$ cat src/rtl/sync_debounce_edge.sv
// sync_debounce_edge: two-flop synchroniser plus stability debouncer with edge pulses and rising-edge counter
module sync_debounce_edge #(
  parameter int STABLE_CNT = 4,
  parameter int CNT_W      = 3,
  parameter int EDGE_W     = 8
) (
  input  logic              clk,
  input  logic              reset,
  input  logic              D_in,
  output logic              D_out,
  output logic              rise,
  output logic              fall,
  output logic [EDGE_W-1:0] edge_cnt
);
  typedef enum logic [1:0] {STB_LO, CHK_HI, STB_HI, CHK_LO} state_t;
  state_t              state_q, state_d;
  logic                s1_q, s2_q;
  logic [CNT_W-1:0]    cnt_q, cnt_d;
  logic                d_out_q, d_out_d, rise_q, rise_d, fall_q, fall_d;
  logic [EDGE_W-1:0]   edge_cnt_q, edge_cnt_d;
  logic                done;
  assign done = cnt_q == CNT_W'(STABLE_CNT - 1);
  always_comb begin
    state_d    = state_q;
    cnt_d      = cnt_q;
    d_out_d    = d_out_q;
    rise_d     = 1'b0;
    fall_d     = 1'b0;
    edge_cnt_d = edge_cnt_q;
    case (state_q)
      STB_LO: if (s2_q) begin
        state_d = CHK_HI;
        cnt_d   = CNT_W'(1);
      end
      CHK_HI: if (!s2_q) begin
        state_d = STB_LO;
        cnt_d   = '0;
      end else if (done) begin
        state_d    = STB_HI;
        cnt_d      = '0;
        d_out_d    = 1'b1;
        rise_d     = 1'b1;
        edge_cnt_d = edge_cnt_q + EDGE_W'(1);
      end else cnt_d = cnt_q + CNT_W'(1);
      STB_HI: if (!s2_q) begin
        state_d = CHK_LO;
        cnt_d   = CNT_W'(1);
      end
      CHK_LO: if (s2_q) begin
        state_d = STB_HI;
        cnt_d   = '0;
      end else if (done) begin
        state_d = STB_LO;
        cnt_d   = '0;
        d_out_d = 1'b0;
        fall_d  = 1'b1;
      end else cnt_d = cnt_q + CNT_W'(1);
      default: state_d = STB_LO;
    endcase
  end
  // reset clears the synchroniser too, so a held input pays the full latency again
  always_ff @(posedge clk) begin
    if (!reset) begin
      s1_q       <= 1'b0;
      s2_q       <= 1'b0;
      state_q    <= STB_LO;
      cnt_q      <= '0;
      d_out_q    <= 1'b0;
      rise_q     <= 1'b0;
      fall_q     <= 1'b0;
      edge_cnt_q <= '0;
    end else begin
      s1_q       <= D_in;
      s2_q       <= s1_q;
      state_q    <= state_d;
      cnt_q      <= cnt_d;
      d_out_q    <= d_out_d;
      rise_q     <= rise_d;
      fall_q     <= fall_d;
      edge_cnt_q <= edge_cnt_d;
    end
  end
  assign D_out    = d_out_q;
  assign rise     = rise_q;
  assign fall     = fall_q;
  assign edge_cnt = edge_cnt_q;
endmodule

$ cat config.mk
export PLATFORM = sky130hd
export DESIGN_NAME = sync_debounce_edge
export DESIGN_NICKNAME = d
export VERILOG_FILES = /design/src/rtl/sync_debounce_edge.sv
export SDC_FILE = /design/constraint.sdc
export NUM_CORES = 1
export LEC_CHECK = 0
export BUFFER_PORTS_ARGS = -buffer_cell sky130_fd_sc_hd__buf_2
export CAP_MARGIN = 10
export CORE_MARGIN = 2
export CORE_UTILIZATION = 51
export CTS_BUF_LIST = sky130_fd_sc_hd__clkbuf_16
export DETAILED_ROUTE_END_ITERATION = 7
export GPL_TIMING_DRIVEN = 0
export HOLD_SLACK_MARGIN = 0.06
export PLACE_DENSITY_LB_ADDON = 0.1
export SYNTH_ARGS = -nofsm -noshare
export SYNTH_HDL_FRONTEND = slang
export SYNTH_SLANG_ARGS = --single-unit
$ cat constraint.sdc
create_clock -name clk -period 1.8 [get_ports clk]
set_input_delay 0.18 -clock clk [delete_from_list [all_inputs] [get_ports clk]]
set_output_delay 0.18 -clock clk [all_outputs]
set_load 0.01 [all_outputs]
==> tab_implementation.tex <==
\begin{tabular}{lr}
\hline
Metric & Value \\
\hline
\multicolumn{2}{l}{\textbf{Timing}} \\
\quad Share of the clock period used by the worst path after layout & 88.2\% \\
\quad Slew at the pin closest to its max-slew limit & 0.471 ns \\
\quad Worst max-slew margin expressed relative to the limit & 68.6\% \\
\quad Endpoints failing hold & 0 \\
\quad Number of pins exceeding their max-slew limit in the final report & 0 \\
\quad Worst setup skew after layout & 0.00174 ns \\
\quad F\_max & 630 MHz \\
\quad Unrepaired setup endpoints after global routing & no \\
\quad Final Setup Violations & 0 \\
\quad Time the final worst path needs with I/O delays and setup & 1.59 ns \\
\quad Aggregate negative setup slack & 0 ns \\
\multicolumn{2}{l}{\textbf{Floorplan}} \\
\quad Core outline area & 1350 um\^{}2 \\
\quad Area of the die & 1810 um\^{}2 \\
\quad Core Rows & 13 \\
\quad I/O pin total & 14 \\
\quad Die height & 42.6 um \\
\quad Die width & 42.6 um \\
\quad Initial Utilization & 56.3\% \\
\multicolumn{2}{l}{\textbf{Worst setup path}} \\
\quad Cell breakdown of the critical path & ha\_1, nand4b\_4, clkbuf\_1, o31ai\_1, a21oi\_1 \\
\quad Critical Path End Type & flip-flop \\
\quad Delay of the slowest cell on the worst path & 0.36 ns \\
\quad Crit Path Class & reg2reg \\
\quad Worst-path fanout max & 10 \\
\quad Startpoint type of the worst setup path & flip-flop \\
\quad Data required time at the worst endpoint & 1.91 ns \\
\quad Data arrival at the endpoint of the critical path & 1.69 ns \\
\quad Slowest cell on crit path & dfxtp\_1 \\
\multicolumn{2}{l}{\textbf{Placed design}} \\
\quad Area after detailed placement & 843 um\^{}2 \\
\quad Number of port buffers & 13 \\
\quad Weighted congestion reported at the end of routability-driven placement & 0.771 \\
\quad HPWL after DPL & 984 um \\
\multicolumn{2}{l}{\textbf{Synth}} \\
\quad Syn. warnings & 0 \\
\quad Number of synthesized flops with an enable pin & 0 \\
\quad Top area cells in the synthesized netlist & dfxtp\_1 47\%, a21oi\_1 7.2\%, o31ai\_1 4.9\%, or4\_1 4.9\%, ha\_1 3.3\% \\
\quad Synth async-reset ratio & 0\% \\
\quad Post-synth top area cell & dfxtp\_1 \\
\quad Synthesized instance count & 81 \\
\quad Top cells by count, synth & 18 x dfxtp\_1, 11 x a21oi\_1, 5 x nand2\_1, 5 x o31ai\_1, 5 x or4\_1 \\
\quad Fraction of post-synthesis cell area in the top cell type by area & 47.4\% \\
\quad Most instantiated library cell after synthesis & dfxtp\_1 \\
\quad Post-synthesis register bit count & 18 \\
\quad Unique masters post-synth & 27 \\
\quad Fraction of the yosys area taken by sequential cells & 47.4\% \\
\quad Syn Area/Cell & 9.38 um\^{}2 \\
\quad Mapped Area & 759 um\^{}2 \\
\quad Syn Nets & 86 \\
\quad Dominant synthesized flop cell & dfxtp\_1 \\
\multicolumn{2}{l}{\textbf{GRT}} \\
\quad Pin count of the biggest net entering global routing & 11 \\
\quad GRT overflow & 0 \\
\quad All-layer global routing usage & 16.7\% \\
\quad Vias in the first global route & 505 \\
\quad Initial antenna violation count & 0 \\
\quad Wire length of the first global-routing pass & 2230 um \\
\multicolumn{2}{l}{\textbf{Final layout}} \\
\quad Antenna Diode Count & 0 \\
\quad Number of fill cells & 112 \\
\quad Total Nets Final & 104 \\
\quad Area added between synthesis and finish & 20.9\% \\
\quad Ratio of cells with drive above 1 in the final layout & 18.6\% \\
\quad Design area & 918 um\^{}2 \\
\multicolumn{2}{l}{\textbf{CTS}} \\
\quad H-tree depth & 1 \\
\quad Clock transition time at the flip-flop clock pins of the worst setup and hold paths & 0.05 ns \\
\quad Root buf cell & clkbuf\_16 \\
\quad Clock sink count & 18 \\
\quad Post-CTS Repair Setup Buffers & 0 \\
\quad Clk Latency, worst-skew pair & 0.24 ns \\
\quad CTS-repair resized insts & 0 \\
\quad Clock tree from TritonCTS & yes \\
\quad Maximum clock path buffer count & 2 \\
\quad Clock buffer count from CTS & 3 \\
\quad Quantity of hold-fixing buffers added after cts & 0 \\
\multicolumn{2}{l}{\textbf{Routing}} \\
\quad Initial detailed-routing violation count & 14 \\
\quad Drt wl/cell & 12.8 um \\
\quad DRT Pass-1 Iters & 4 \\
\quad Via density & 5.82 \\
\quad Total length of routed wires & 1430 um \\
\quad Total vias in the final route & 652 \\
\quad Total DRC errors in the routed layout & 0 \\
\quad Antenna-violating nets left & 0 \\
\multicolumn{2}{l}{\textbf{Power and ir drop}} \\
\quad Power density relative to cell area & 933 nW/um\^{}2 \\
\quad Leak Pwr & 0.393 nW \\
\quad Maximum vdd ir drop & 1360 uV \\
\multicolumn{2}{l}{\textbf{Min path}} \\
\quad Classification of the worst-slack hold path & in2reg \\
\multicolumn{2}{l}{\textbf{Flow run}} \\
\quad Count of max-cap constraint violations & 0 \\
\multicolumn{2}{l}{\textbf{Status}} \\
\quad Outcome & complete, no violations \\
\hline
\end{tabular}
-- metal layers --
metal | track usage (%) | vias to the layer above | routed length (um)
met3 | 7.76 | 2 | 88
met1 | 23.3 | 296 | 726
met5 | 0 | - | 0
met4 | 5.63 | 0 | 17
li1 | - | 336 | -
met2 | 22.5 | 18 | 599
-- metrics by stage --
stage	hold slack [ns]	setup slack (ns)	util, %	power [mW]	std cells
after detailed placement	0.403	0.254	62.5	0.443	109
after global placement	0.386	0.265	62.5	0.442	109
after global routing	0.157	0.0668	68.0	0.887	112
final	0.150	0.212	68.0	0.857	112
after CTS	0.152	0.232	68.0	0.870	112
after floorplan	0.302	0.408	-	0.433	81
-- flip-flops by register name (all words and copies together), names as in the netlist, named ones only --
| name | cells |
|---|---|
| D_out | 1 |
| rise | 1 |
| fall | 1 |
| state_q | 1 |
| s1_q | 1 |
| s2_q | 1 |
| edge_cnt | 8 |
| cnt_q | 3 |
-- worst max-delay path: cells and delay by family (launching register included) --
family                     cells  cell delay, ns
AOI/OAI and AO/OA              2            0.40
DFF                            1            0.36
buffers and inverters          1            0.26
adders and majority gates      1            0.25
and+or+nand+nor                1            0.18
-- power breakdown --
group / internal, mW / total [mW] / switching (mW)
logic: 0.00985 / 0.0238 / 0.0139
registers: 0.406 / 0.411 / 0.00568
clock network: 0.291 / 0.422 / 0.130
total: 0.707 / 0.857 / 0.150
-- path summary, 6_finish.rpt --
kind              startpoint     endpoint  slack [ns]  cells after the start
setup reg to reg    cnt_q[0]  edge_cnt[6]        0.21                      5
hold / removal          D_in         s1_q        0.15                      2
hold reg to reg         s1_q         s2_q        0.44                      1
setup / recovery    cnt_q[0]  edge_cnt[6]        0.21                      5
-- kinds of logic (layout without fill, tap and decap cells) --
logic type | after synthesis | count (layout) | synth area share [%]
compound gates | 24 | 24 | 19.3
xor+xnor | 2 | 2 | 2.31
fa+ha+maj | 2 | 2 | 3.29
buf+inv | 6 | 22 | 2.97
flops | 18 | 18 | 47.4
simple gates | 29 | 29 | 24.7
-- layout by cell type (no fill, tap or decap), drive strengths merged, types with 2 or more instances in the layout --
| master | count |
|---|---|
| dfxtp | 18 |
| or4 | 5 |
| clkbuf | 6 |
| o21ai | 4 |
| o31ai | 5 |
| ha | 2 |
| nand4b | 2 |
| or3 | 2 |
| nand2 | 5 |
| inv | 3 |
| nor3 | 2 |
| nor2 | 3 |
| a21oi | 11 |
| buf | 13 |
| nand3 | 2 |
| nand3b | 2 |
| and2 | 2 |
-- area by class of cell --
cell class                      count  area [um^2]  share of cell area [%]
Tap cell                           15         18.8                    2.04
Multi-Input combinational cell     57          377                    41.0
Inverter                            3         11.3                    1.23
Clock buffer                        3         75.1                    8.17
Buffer                              3         11.3                    1.23
Sequential cell                    18          360                    39.2
Timing Repair Buffer               13         65.1                    7.08
Note: power is estimated with default switching activity, not from simulation.
